File: config.mk
export PLATFORM = sky130hd
export DESIGN_NAME = multicycle_ctrl
export DESIGN_NICKNAME = d
export VERILOG_FILES = /design/src/rtl/ctrl_pkg.sv /design/src/rtl/ctrl_outdec.sv /design/src/rtl/multicycle_ctrl.sv
export SDC_FILE = /design/constraint.sdc
export NUM_CORES = 1
export LEC_CHECK = 0
export CAP_MARGIN = 25
export CORE_ASPECT_RATIO = 2
export CORE_UTILIZATION = 50
export CTS_BUF_LIST = sky130_fd_sc_hd__clkbuf_8
export DETAILED_ROUTE_END_ITERATION = 12
export PLACE_DENSITY_LB_ADDON = 0.15
export SKIP_LAST_GASP = 1
export SLEW_MARGIN = 15
export SYNTH_ARGS = -nofsm -noshare
export SYNTH_HDL_FRONTEND = slang
export SYNTH_SLANG_ARGS = --single-unit
File: constraint.sdc
create_clock -name clk -period 2.29 [get_ports clk]
set_clock_uncertainty 0.05 [all_clocks]
set_input_delay 0.5725 -clock clk [delete_from_list [all_inputs] [get_ports clk]]
set_output_delay 0.5725 -clock clk [all_outputs]
set_load 0.005 [all_outputs]
File: src/rtl/ctrl_pkg.sv
// Shared definitions for the multicycle RV32I control FSM: state encodings,
// opcodes, datapath mux-select codes and the decoded control bundle.
package ctrl_pkg;

    typedef enum logic [3:0] {
        S_FETCH    = 4'd0,
        S_DECODE   = 4'd1,
        S_MEMADR   = 4'd2,
        S_MEMREAD  = 4'd3,
        S_MEMWB    = 4'd4,
        S_MEMWRITE = 4'd5,
        S_EXECR    = 4'd6,
        S_EXECI    = 4'd7,
        S_ALUWB    = 4'd8,
        S_BRANCH   = 4'd9,
        S_JAL      = 4'd10,
        S_CSR      = 4'd11,
        S_TRAP     = 4'd12
    } state_e;

    localparam logic [6:0] OP_LW  = 7'd3;
    localparam logic [6:0] OP_SW  = 7'd35;
    localparam logic [6:0] OP_R   = 7'd51;
    localparam logic [6:0] OP_B   = 7'd99;
    localparam logic [6:0] OP_I   = 7'd19;
    localparam logic [6:0] OP_JAL = 7'd111;
    localparam logic [6:0] OP_CSR = 7'd115;

    localparam logic [1:0] RES_ALUOUT  = 2'b00;
    localparam logic [1:0] RES_MEMDATA = 2'b01;
    localparam logic [1:0] RES_ALU     = 2'b10;

    localparam logic [1:0] SRCA_PC    = 2'b00;
    localparam logic [1:0] SRCA_OLDPC = 2'b01;
    localparam logic [1:0] SRCA_RS1   = 2'b10;

    localparam logic [1:0] SRCB_RS2  = 2'b00;
    localparam logic [1:0] SRCB_IMM  = 2'b01;
    localparam logic [1:0] SRCB_FOUR = 2'b10;

    localparam logic [1:0] ALUOP_ADD    = 2'b00;
    localparam logic [1:0] ALUOP_BRANCH = 2'b01;
    localparam logic [1:0] ALUOP_FUNCT  = 2'b10;

    localparam logic [1:0] MOCSR_NONE = 2'b00;
    localparam logic [1:0] MOCSR_RD   = 2'b01;

    typedef struct packed {
        logic       mem_req;
        logic       adr_src;
        logic       ir_write;
        logic       pc_write;
        logic       mem_write;
        logic       reg_write;
        logic [1:0] result_src;
        logic [1:0] alu_src_a;
        logic [1:0] alu_src_b;
        logic [1:0] alu_op;
        logic [1:0] mocsr;
        logic       illegal;
    } ctrl_out_t;

    // A store retires only on the cycle its memory access completes.
    function automatic logic is_retiring(state_e s, logic mem_ready);
        case (s)
            S_MEMWB, S_ALUWB, S_BRANCH, S_CSR: return 1'b1;
            S_MEMWRITE:                        return mem_ready;
            default:                           return 1'b0;
        endcase
    endfunction

endpackage

File: src/rtl/ctrl_outdec.sv
// Combinational state-to-control decode. Moore except irWrite/pcWrite in
// FETCH (follow memReady) and pcWrite in BRANCH (follows zero).
module ctrl_outdec
    import ctrl_pkg::*;
(
    input  state_e    state,
    input  logic      zero,
    input  logic      mem_ready,
    output ctrl_out_t ctrl
);

    always_comb begin
        // NOTE: everything defaults to 0 first so no path leaves a latch behind.
        ctrl = '0;
        case (state)
            S_FETCH: begin
                ctrl.mem_req    = 1'b1;
                ctrl.adr_src    = 1'b0;
                ctrl.alu_src_a  = SRCA_PC;
                ctrl.alu_src_b  = SRCB_FOUR;
                ctrl.alu_op     = ALUOP_ADD;
                ctrl.result_src = RES_ALU;
                ctrl.ir_write   = mem_ready;
                ctrl.pc_write   = mem_ready;
            end
            S_DECODE: begin
                ctrl.alu_src_a = SRCA_OLDPC;
                ctrl.alu_src_b = SRCB_IMM;
                ctrl.alu_op    = ALUOP_ADD;
            end
            S_MEMADR: begin
                ctrl.alu_src_a = SRCA_RS1;
                ctrl.alu_src_b = SRCB_IMM;
                ctrl.alu_op    = ALUOP_ADD;
            end
            S_MEMREAD: begin
                ctrl.mem_req = 1'b1;
                ctrl.adr_src = 1'b1;
            end
            S_MEMWB: begin
                ctrl.result_src = RES_MEMDATA;
                ctrl.reg_write  = 1'b1;
            end
            S_MEMWRITE: begin
                ctrl.mem_req   = 1'b1;
                ctrl.adr_src   = 1'b1;
                ctrl.mem_write = 1'b1;
            end
            S_EXECR: begin
                ctrl.alu_src_a = SRCA_RS1;
                ctrl.alu_src_b = SRCB_RS2;
                ctrl.alu_op    = ALUOP_FUNCT;
            end
            S_EXECI: begin
                ctrl.alu_src_a = SRCA_RS1;
                ctrl.alu_src_b = SRCB_IMM;
                ctrl.alu_op    = ALUOP_FUNCT;
            end
            S_ALUWB: begin
                ctrl.result_src = RES_ALUOUT;
                ctrl.reg_write  = 1'b1;
            end
            S_BRANCH: begin
                ctrl.alu_src_a  = SRCA_RS1;
                ctrl.alu_src_b  = SRCB_RS2;
                ctrl.alu_op     = ALUOP_BRANCH;
                ctrl.result_src = RES_ALUOUT;
                ctrl.pc_write   = zero;
            end
            S_JAL: begin
                ctrl.alu_src_a  = SRCA_OLDPC;
                ctrl.alu_src_b  = SRCB_FOUR;
                ctrl.alu_op     = ALUOP_ADD;
                ctrl.result_src = RES_ALUOUT;
                ctrl.pc_write   = 1'b1;
            end
            S_CSR: begin
                ctrl.mocsr      = MOCSR_RD;
                ctrl.result_src = RES_MEMDATA;
                ctrl.reg_write  = 1'b1;
            end
            S_TRAP: begin
                ctrl.illegal = 1'b1;
            end
            default: ;
        endcase
    end

endmodule

File: src/rtl/multicycle_ctrl.sv
// Main control FSM of the multicycle RV32I core: sequences fetch through
// writeback, handshakes with the shared memory port and counts retirements.
module multicycle_ctrl
    import ctrl_pkg::*;
#(
    parameter bit          CSR_EN    = 1'b1,
    parameter int unsigned INSTRET_W = 32
) (
    input  logic                 clk,
    input  logic                 rst,
    input  logic [6:0]           op,
    input  logic                 zero,
    input  logic                 memReady,
    output logic                 memReq,
    output logic                 adrSrc,
    output logic                 irWrite,
    output logic                 pcWrite,
    output logic                 memWrite,
    output logic                 regWrite,
    output logic [1:0]           resultSrc,
    output logic [1:0]           aluSrcA,
    output logic [1:0]           aluSrcB,
    output logic [1:0]           aluOp,
    output logic [1:0]           mocsr,
    output logic                 illegal,
    output logic [INSTRET_W-1:0] instret
);

    state_e                state_q, state_d;
    logic [INSTRET_W-1:0]  instret_q, instret_d;
    ctrl_out_t             dec;

    always_comb begin
        state_d   = state_q;
        instret_d = instret_q;
        case (state_q)
            S_FETCH:    if (memReady) state_d = S_DECODE;
            S_DECODE: begin
                case (op)
                    OP_LW, OP_SW: state_d = S_MEMADR;
                    OP_R:         state_d = S_EXECR;
                    OP_I:         state_d = S_EXECI;
                    OP_B:         state_d = S_BRANCH;
                    OP_JAL:       state_d = S_JAL;
                    OP_CSR:       state_d = CSR_EN ? S_CSR : S_TRAP;
                    default:      state_d = S_TRAP;
                endcase
            end
            S_MEMADR:   state_d = (op == OP_LW) ? S_MEMREAD : S_MEMWRITE;
            S_MEMREAD:  if (memReady) state_d = S_MEMWB;
            S_MEMWRITE: if (memReady) state_d = S_FETCH;
            S_EXECR,
            S_EXECI,
            S_JAL:      state_d = S_ALUWB;
            S_MEMWB,
            S_ALUWB,
            S_BRANCH,
            S_CSR:      state_d = S_FETCH;
            S_TRAP:     state_d = S_TRAP;
            default:    state_d = S_FETCH;
        endcase
        if (is_retiring(state_q, memReady)) begin
            instret_d = instret_q + INSTRET_W'(1);
        end
    end

    always_ff @(posedge clk) begin
        // NOTE: non-blocking so every flop samples pre-edge values.
        if (rst) begin
            state_q   <= S_FETCH;
            instret_q <= '0;
        end else begin
            state_q   <= state_d;
            instret_q <= instret_d;
        end
    end

    ctrl_outdec u_outdec (
        .state     (state_q),
        .zero      (zero),
        .mem_ready (memReady),
        .ctrl      (dec)
    );

    // Enables are masked during reset so an aborted access never writes.
    assign memReq    = dec.mem_req   & ~rst;
    assign irWrite   = dec.ir_write  & ~rst;
    assign pcWrite   = dec.pc_write  & ~rst;
    assign memWrite  = dec.mem_write & ~rst;
    assign regWrite  = dec.reg_write & ~rst;
    assign adrSrc    = dec.adr_src;
    assign resultSrc = dec.result_src;
    assign aluSrcA   = dec.alu_src_a;
    assign aluSrcB   = dec.alu_src_b;
    assign aluOp     = dec.alu_op;
    assign mocsr     = dec.mocsr;
    assign illegal   = dec.illegal;
    assign instret   = instret_q;

endmodule
==> summary.md, run 1 <==
| Metric | Value |
|---|---|
| Root Buffer Master | `clkbuf_8` |
| Sequential Power Share | `36.5%` |
| WL final | `6.53 mm` |
| Setup Viol. Count Final | `0` |
| Vias | `2356` |
| Slowest CP cell | `clkdlybuf4s50_1` |
| Fillers | `313` |
| Vias/cell | `5.80` |
| Final instance area | `3170 µm²` |
| Vias in the first global route | `2342` |
| Critical path's top delay family | `buffers and inverters` |
| Pre-antenna DRT Iters | `4` |
| TritonCTS clock tree | `yes` |
| Io pins | `60` |
| Fin crit share | `100%` |
| Starting DRT DRC Count | `37` |
| Worst-Skew Late Latency | `0.29 ns` |
| Overall Power | `0.00193 W` |
| Leakage | `1.17 nW` |
| Site Rows | `33` |
| Initial antenna violation count | `0` |
| Period minus WS final | `2.29 ns` |
| Top post-synthesis cells by count | `dfxtp_1, nor2_1, a21oi_1, nand2_1, nand3_1` |
| Sw Share | `29.5%` |
| Fraction of registers with async set/reset | `0%` |
| Seq/Total Area, Yosys | `33.0%` |
| Ys Warns | `0` |
| FF+latch count, synth | `36` |
| Busiest grt layer | `met2` |
| Crit path buf inv count | `2` |
| HP Class | `register to register` |
| Reported max-cap violation count | `0` |
| First-pass GRT wire length | `10.7 mm` |
| Dpl hpwl | `4.74 mm` |
| Die footprint | `4650 µm²` |
| CP startpoint kind | `register` |
| Routed WL per cell | `16.1 µm` |
| Net switching power | `0.000568 W` |
| Largest net degree at the start of global routing | `41` |
| GR Util met2 | `58.1%` |
| Placement Setup Slack | `-0.389 ns` |
| Top_reg_cell synth | `dfxtp_1` |
| Placeable Area | `4130 µm²` |
| TNS Setup | `0 ns` |
| Kind of critical path | `register to output port` |
| Top cells by area, synth | `dfxtp_1, xor2_1, nor2_1, xnor2_1, a21oi_1` |
| Internal power | `0.00136 W` |
| Fin util | `76.7%` |
| # port buffers | `58` |
| Syn Nets | `287` |
| Reg clk slew, reported paths | `0.07 ns` |
| Die height | `95.5 µm` |
| Cells after Synth | `275` |
| Clk sinks | `36` |
| Count leader, synth | `dfxtp_1` |
| Placed instance area | `2970 µm²` |
| Gpl congestion | `0.943` |
| Area grow syn2layout | `45.0%` |
| Power per Cell Area | `608 nW/µm²` |
| Crit-path max FO | `9` |
| Number of remaining DRC errors | `0` |
| Count of cell types in the netlist | `53` |
| Outcome | `finished clean` |
| Worst EP required | `1.67 ns` |
| Antenna diodes | `0` |
| Post-synth EDFFs | `0` |
| Die width | `48.7 µm` |
| Syn avg cell area | `7.94 µm²` |
| Share of cells above drive strength 1 | `17.5%` |
| Inserted Clock Buffers | `5` |
| Cell Chain, Critical Path | `buf_4 -> xnor2_4 -> a21oi_1 -> nor2_1 -> clkdlybuf4s50_1` |
| Area leader, netlist | `dfxtp_1` |
| Final worst slack | `0.000978 ns` |
| GR Util met1 | `29.3%` |
| Synth top area share | `33.0%` |
| Worst VDD drop | `0.496 mV` |
| Final layout net count | `365` |
| GR Util met3 | `2.71%` |
| Max Buffers Root-to-Sink | `2` |
| RSZ-0062 raised after global routing | `true` |
| H-tree depth | `2` |
| Final Max Tran Viols | `0` |
| Cell Area, Synth | `2180 µm²` |
| Overall Global Routing Usage | `29.4%` |
| Endpoint type of the worst setup path | `output port` |
| WP data arrival | `1.67 ns` |
| Clk pwr share | `31.8%` |
| Hold Vio Cnt, Final | `0` |
| CP max stage delay | `0.50 ns` |
| Total gr overflow | `0` |
| Combinational share of power | `31.6%` |
| Initial Utilization | `52.9%` |
| FMAX | `437 MHz` |
| Antenna-violating nets left | `0` |
## worst paths after layout
check                                  from          end  depth (start not counted)  slack [ns]
worst max-delay path             state_q[0]   aluSrcB[0]                          5       0.001
worst min-delay path            instret[23]  instret[23]                          2        0.45
worst max register to register   state_q[3]  instret[30]                          7        0.12
worst min register to register  instret[23]  instret[23]                          2        0.45
## worst register-to-register path, delay by kind of cell (launching register included)
kind | cells | cell delay [ns]
xor gates and xnor gates | 1 | 0.18
and+or+nand+nor | 3 | 0.65
DFF | 1 | 0.39
AOI/OAI and AO/OA | 1 | 0.44
buffers and inverters | 2 | 0.34
## layout by cell type, fill, tap and decap left out, types with 2 or more instances in the layout
master,instances
xnor2_1,8
clkdlybuf4s50_1,45
and2_1,3
nand2_1,15
nand2b_2,2
dfxtp_1,32
nor4_1,5
nor4_2,2
a211oi_1,2
o21ai_0,11
or4_1,8
o31ai_1,6
nor2_1,30
nor3_1,9
nand3_1,15
nor2b_1,5
dfxtp_4,4
buf_6,3
a21oi_1,15
dlymetal6s2s_1,3
dlygate4sd2_1,8
clkbuf_8,7
and4_1,7
inv_1,5
or3_1,6
nand2b_1,4
xor2_1,14
o2111ai_1,2
o41ai_1,2
buf_4,31
nand4_1,9
o211ai_1,4
## power groups by stage
stage | clock [W] | combinational [W] | sequential, W
finish | 0.000613 | 0.000609 | 0.000703
global route | 0.000640 | 0.000666 | 0.000707
CTS | 0.000621 | 0.000582 | 0.000700
detailed placement | 0 | 0.000570 | 0.000706
global placement | 0 | 0.000559 | 0.000706
floorplan | 0 | 0.000306 | 0.000678
## state kept, by name, summed over array words and instances, names as in the netlist
register	flops
state_q	4
instret	32
## what timing repair did
| item | 4_1_cts | 5_1_grt |
|---|---|---|
| gates resized for setup | 28 | 11 |
| hold buffers | 0 | 0 |
| setup endpoints to repair | 17 | 8 |
| setup buffers | 1 | 0 |
| pin swaps | 4 | 3 |
## stage by stage
step                      cells  hold slack [ns]
final                       406            0.446
after global routing        406            0.469
after CTS                   406            0.451
after detailed placement    397            0.439
after global placement      397            0.430
after floorplan             275            0.426
## logic make-up after synthesis
family | after synthesis | synth area share, %
XOR/XNOR | 23 | 9.22
other | 1 | 0.172
AND/OR/NAND/NOR | 130 | 33.0
adder cells (fa/ha/maj) | 1 | 0.573
flip-flops | 36 | 33.0
buffers and inverters | 27 | 6.07
AO/OA/AOI/OAI | 57 | 17.9
## cell type report
class                      count  area [µm²]  share of cell area, %
multi-input combinational    212        1380                   43.5
timing repair buffer          92         841                   26.5
sequential                    36         736                   23.2
clock buffer                   7        96.3                   3.04
tap                           52        65.1                   2.05
clock inverter                 1        30.0                  0.948
inverter                       6        22.5                  0.711
## routing by layer
layer  part of all wire, %  vias to the layer above
met4                   3.6                        0
met2                    58                       74
met1                    35                     1103
li1                      -                     1162
met5                     0                        -
met3                   3.0                       17
Note: power is estimated with default switching activity, not from simulation.
==> run 2: changes to the inputs <==
==> constraint.sdc (replaced) <==
create_clock -name clk -period 2.4 [get_ports clk]
set_clock_uncertainty 0.05 [all_clocks]
set_input_delay 0.6 -clock clk [delete_from_list [all_inputs] [get_ports clk]]
set_output_delay 0.6 -clock clk [all_outputs]
set_load 0.005 [all_outputs]
==> run 2 against run 1 <==
Compared with the run above:
- utilization shrank 1.9 points
- clock-buffer cell count is 1 lower
- via count about the same
- non-clock buffer count fell by 5
- total power down 13%
- register-to-register slack better by 0.16 ns
- cell count fell by 1.2%
- critical path depth fell by 1
- final area fell by 2.5%
- critical path type unchanged
- largest power group unchanged
==> summary.md, run 2 (same netlist as run 1, synthesis figures left out) <==
| Metric | Value |
|---|---|
| Overall Global Routing Usage | `28.3%` |
| Largest register FFs | `32` |
| Worst EP required | `1.75 ns` |
| Final Max Tran Viols | `0` |
| Most common cell after layout, fill and taps aside | `clkdlybuf4s50_1` |
| Sw Share | `31.5%` |
| Total gr overflow | `0` |
| Hold Vio Cnt, Final | `0` |
| Site Rows | `33` |
| Fillers | `340` |
| Initial Utilization | `52.9%` |
| CP startpoint kind | `register` |
| RSZ-0062 raised after global routing | `true` |
| Die footprint | `4650 µm²` |
| HP Class | `register to register` |
| Share of cells above drive strength 1 | `16.3%` |
| Combinational share of power | `33.1%` |
| Fin crit share | `97.6%` |
| Die height | `95.5 µm` |
| # port buffers | `58` |
| Gpl congestion | `0.913` |
| Endpoint type of the worst setup path | `output port` |
| Setup Viol. Count Final | `0` |
| Root Buffer Master | `clkbuf_8` |
| Leakage | `1.13 nW` |
| WP data arrival | `1.69 ns` |
| Inserted Clock Buffers | `5` |
| FMAX | `427 MHz` |
| Area grow syn2layout | `41.4%` |
| Routed WL per cell | `15.4 µm` |
| Dpl hpwl | `4.61 mm` |
| Largest net degree at the start of global routing | `36` |
| Starting DRT DRC Count | `49` |
| Vias | `2355` |
| Clk sinks | `36` |
| Power per Cell Area | `543 nW/µm²` |
| CP max stage delay | `0.53 ns` |
| Crit-path max FO | `9` |
| TritonCTS clock tree | `yes` |
| Vias in the first global route | `2333` |
| Worst-Skew Late Latency | `0.29 ns` |
| Most frequent cells in the layout | `clkdlybuf4s50_1, dfxtp_1, nor2_1, buf_4` |
| Slowest CP cell | `clkdlybuf4s50_1` |
| Clk pwr share | `26.4%` |
| Final worst slack | `0.0570 ns` |
| WL final | `6.17 mm` |
| Antenna diodes | `0` |
| TNS Setup | `0 ns` |
| Cell Chain, Critical Path | `buf_4 -> inv_1 -> nor3_2 -> clkdlybuf4s50_1` |
| Placeable Area | `4130 µm²` |
| Internal power | `0.00115 W` |
| Reported max-cap violation count | `0` |
| Kind of critical path | `register to output port` |
| Initial antenna violation count | `0` |
| Reg clk slew, reported paths | `0.07 ns` |
| Outcome | `finished clean` |
| Final layout net count | `360` |
| Net switching power | `0.000527 W` |
| Die width | `48.7 µm` |
| Antenna-violating nets left | `0` |
| Number of remaining DRC errors | `0` |
| First-pass GRT wire length | `10.3 mm` |
| Placement Setup Slack | `-0.320 ns` |
| Io pins | `60` |
| Pre-antenna DRT Iters | `4` |
| H-tree depth | `2` |
| Worst VDD drop | `0.534 mV` |
| Vias/cell | `5.87` |
| Period minus WS final | `2.34 ns` |
| Max Buffers Root-to-Sink | `2` |
| Sequential Power Share | `40.5%` |
==> run 2: timing repair <==
action                                  CTS  global route
pin swaps                                 0             3
hold endpoints to repair                  0             0
gates resized for setup                  15            14
hold buffers                              0             0
endpoints found under the setup margin   14            16
buffers inserted                          0             1
==> run 2: critical path: cells and delay by family (launching register included) <==
| family | cells | cell delay [ns] |
|---|---|---|
| flops | 1 | 0.42 |
| buf+inv | 3 | 0.80 |
| simple gates | 1 | 0.18 |
==> run 2: per-stage QoR <==
stage          power (W)  std cells  cell area (µm²)  hold WS, ns  utilization [%]
2_1_floorplan   0.000939        275             2180        0.426                -
3_3_place_gp     0.00120        392             2930        0.423             71.0
3_5_place_dp     0.00121        392             2930        0.437             71.0
4_1_cts          0.00167        400             3050        0.448             73.8
5_1_grt          0.00176        401             3090        0.476             74.8
6_report         0.00168        401             3090        0.445             74.8
==> run 2: power groups by stage <==
| stage | Clock (W) | Sequential, W | Combinational [W] |
|---|---|---|---|
| after floorplan | 0 | 0.000647 | 0.000292 |
| after detailed placement | 0 | 0.000678 | 0.000533 |
| final | 0.000443 | 0.000679 | 0.000555 |
| after CTS | 0.000450 | 0.000673 | 0.000542 |
| after global routing | 0.000471 | 0.000683 | 0.000607 |
| after global placement | 0 | 0.000676 | 0.000525 |
==> run 2: routing by layer <==
layer / vias up / global-route usage [%] / part of all wire [%]
met5: - / 0 / 0
met2: 69 / 56.1 / 56
met3: 23 / 3.35 / 2.9
met4: 0 / 17.9 / 4.6
li1: 1148 / - / -
met1: 1115 / 26.6 / 37
==> run 2: layout make-up <==
type / count / area (µm²) / area share, %
inverters: 6 / 22.5 / 0.729
multi-input cells: 212 / 1370 / 44.5
well taps: 52 / 65.1 / 2.11
flip-flops and latches: 36 / 733 / 23.7
clock inverters: 2 / 10.0 / 0.324
clock buffers: 6 / 82.6 / 2.67
repair buffers: 87 / 801 / 25.9
==> run 2: worst paths after layout <==
path / start / end / slack (ns) / cells past startpoint
max: state_q[0] / adrSrc / 0.06 / 4
min: instret[29] / instret[29] / 0.45 / 2
max reg2reg: state_q[0] / instret[27] / 0.28 / 7
min reg2reg: instret[29] / instret[29] / 0.45 / 2
==> run 3: changes to the inputs <==
--- a/config.mk
+++ b/config.mk
@@ -10,6 +10,7 @@
 export CORE_UTILIZATION = 50
 export CTS_BUF_LIST = sky130_fd_sc_hd__clkbuf_8
 export DETAILED_ROUTE_END_ITERATION = 12
+export GPL_ROUTABILITY_DRIVEN = 0
 export PLACE_DENSITY_LB_ADDON = 0.15
 export SKIP_LAST_GASP = 1
 export SLEW_MARGIN = 15
==> constraint.sdc (replaced) <==
create_clock -name clk -period 2.4 [get_ports clk]
set_clock_uncertainty 0.05 [all_clocks]
set_input_delay 0.48 -clock clk [delete_from_list [all_inputs] [get_ports clk]]
set_output_delay 0.48 -clock clk [all_outputs]
set_load 0.005 [all_outputs]
==> run 3 against run 2 <==
Compared with the run above:
- the run now ends with negative setup slack left
- routed wire length is 0.84% higher
- critical path depth up 1
- die area did not move
- highest routed layer unchanged
- clock-buffer cell count unchanged
- register-to-register slack barely moved
- utilization fell by 1.2 points
- first-iteration DRC count shrank 39%
- non-clock buffer count down 2
- sequential share of layout area grew 0.10 points
==> summary.md, run 3 (same netlist as run 1, synthesis figures left out) <==
| Metric | Value |
|---|---|
| Root Buffer Master | `clkbuf_8` |
| Vias in the first global route | `2160` |
| Crit path buf inv count | `2` |
| Worst EP required | `1.87 ns` |
| WP data arrival | `1.87 ns` |
| Most frequent cells in the layout | `clkdlybuf4s50_1, dfxtp_1, nor2_1, buf_4` |
| Cell Chain, Critical Path | `buf_4 -> nand2b_1 -> nand3_1 -> a21oi_2 -> clkdlybuf4s50_1` |
| RSZ-0062 raised after global routing | `true` |
| Io pins | `60` |
| Final layout net count | `358` |
| CP startpoint kind | `register` |
| Post-Place Cells | `391` |
| Routed WL per cell | `15.6 µm` |
| Fillers | `352` |
| Pre-antenna DRT Iters | `4` |
| Reg clk slew, reported paths | `0.07 ns` |
| Worst-Skew Late Latency | `0.29 ns` |
| Kind of critical path | `register to output port` |
| Starting DRT DRC Count | `30` |
| Post-route insts no fill | `399` |
| Post-CTS Setup Inserts | `0` |
| Vias | `2337` |
| Vias/cell | `5.86` |
| Hold Vio Cnt, Final | `0` |
| Setup Viol. Count Final | `1` |
| H-tree depth | `2` |
| Clk pwr share | `27.2%` |
| Total gr overflow | `0` |
| Number of remaining DRC errors | `0` |
| Net switching power | `0.000514 W` |
| Max Buffers Root-to-Sink | `2` |
| Leakage | `1.07 nW` |
| Combinational share of power | `32.0%` |
| FMAX | `416 MHz` |
| Final worst slack | `-0.00129 ns` |
| Overall Global Routing Usage | `27.4%` |
| Crit-path max FO | `9` |
| Site Rows | `33` |
| Period minus WS final | `2.40 ns` |
| Fin util | `73.6%` |
| HP Class | `register to register` |
| Endpoint type of the worst setup path | `output port` |
| CP max stage delay | `0.50 ns` |
| WL final | `6.22 mm` |
| Most common cell after layout, fill and taps aside | `clkdlybuf4s50_1` |
| Sw Share | `31.2%` |
| Share of cells above drive strength 1 | `13.5%` |
| Antenna-violating nets left | `0` |
| Initial Utilization | `52.9%` |
| # hold bufs at CTS | `0` |
| Largest register FFs | `32` |
| Power per Cell Area | `542 nW/µm²` |
| Clk sinks | `36` |
| Outcome | `finished with violations` |
| Final Max Tran Viols | `0` |
| Area grow syn2layout | `39.1%` |
| Dpl hpwl | `4.60 mm` |
| Sequential Power Share | `40.8%` |
| Failing checks | `negative setup slack` |
| Antenna diodes | `0` |
| Initial antenna violation count | `0` |
| Critical path's top delay family | `buffers and inverters` |
| Placeable Area | `4130 µm²` |
| Largest net degree at the start of global routing | `36` |
| First-pass GRT wire length | `9.92 mm` |
| Worst VDD drop | `0.459 mV` |
| Die footprint | `4650 µm²` |
| # port buffers | `58` |
| Reported max-cap violation count | `0` |
| Fin crit share | `100%` |
| TritonCTS clock tree | `yes` |
| Slowest CP cell | `clkdlybuf4s50_1` |
| Die height | `95.5 µm` |
| Internal power | `0.00113 W` |
| Die width | `48.7 µm` |
| Inserted Clock Buffers | `5` |
run 3: cell types whose count changed in the layout (fill, tap and decap cells not counted), sizes merged, moves of 2 or more:
cell	delta
clkdlybuf4s50	+6
buf	-3
dlymetal6s2s	-3
clkinv	-2
dlygate4sd2	-2
run 3: worst paths after layout:
check	start	slack [ns]	endpoint	depth (start not counted)
setup / recovery	state_q[0]	-0.001	regWrite	5
hold / removal	instret[29]	0.45	instret[29]	2
setup reg to reg	instret[0]	0.28	instret[28]	7
hold reg to reg	instret[29]	0.45	instret[29]	2
run 3: power by group through the flow:
stage,Clock (W),Sequential (W),Combinational (W)
final,0.000448,0.000671,0.000526
after global routing,0.000477,0.000673,0.000575
after CTS,0.000455,0.000669,0.000523
after detailed placement,0,0.000678,0.000518
after global placement,0,0.000676,0.000512
after floorplan,0,0.000647,0.000292
run 3: layout make-up:
cell class	count	area [µm²]	area share, %
Tap cell	52	65.1	2.14
Multi-Input combinational cell	212	1350	44.3
Inverter	6	22.5	0.741
Clock buffer	6	82.6	2.72
Timing Repair Buffer	85	786	25.9
Sequential cell	36	724	23.8
Clock inverter	2	11.3	0.371
run 3: worst min-delay path, delay by kind of cell, from the launching register on:
family	cells	cell delay [ns]
AO/OA/AOI/OAI	2	0.13
flip-flops	1	0.33
run 3: through the flow:
stage	TNS, ns	worst slack (ns)	power (W)	area [µm²]	hold WS, ns
global placement	-0.0855	-0.0421	0.00119	2920	0.424
floorplan	0	0.506	0.000939	2180	0.426
global route	-0.0567	-0.0567	0.00172	3040	0.479
CTS	0	0.00302	0.00165	3020	0.448
finish	-0.00129	-0.00129	0.00165	3040	0.448
detailed placement	-0.196	-0.0495	0.00120	2920	0.438
run 3: per-layer routing:
layer | GRT usage [%] | wire [µm]
met5 | 0 | 0
met4 | 14.7 | 151
met3 | 2.39 | 171
met2 | 53.6 | 3540
met1 | 28.0 | 2360
run 3: timing repair:
item,in CTS,in global routing
pin swaps,0,0
endpoints found under the setup margin,7,4
gates resized for setup,6,5
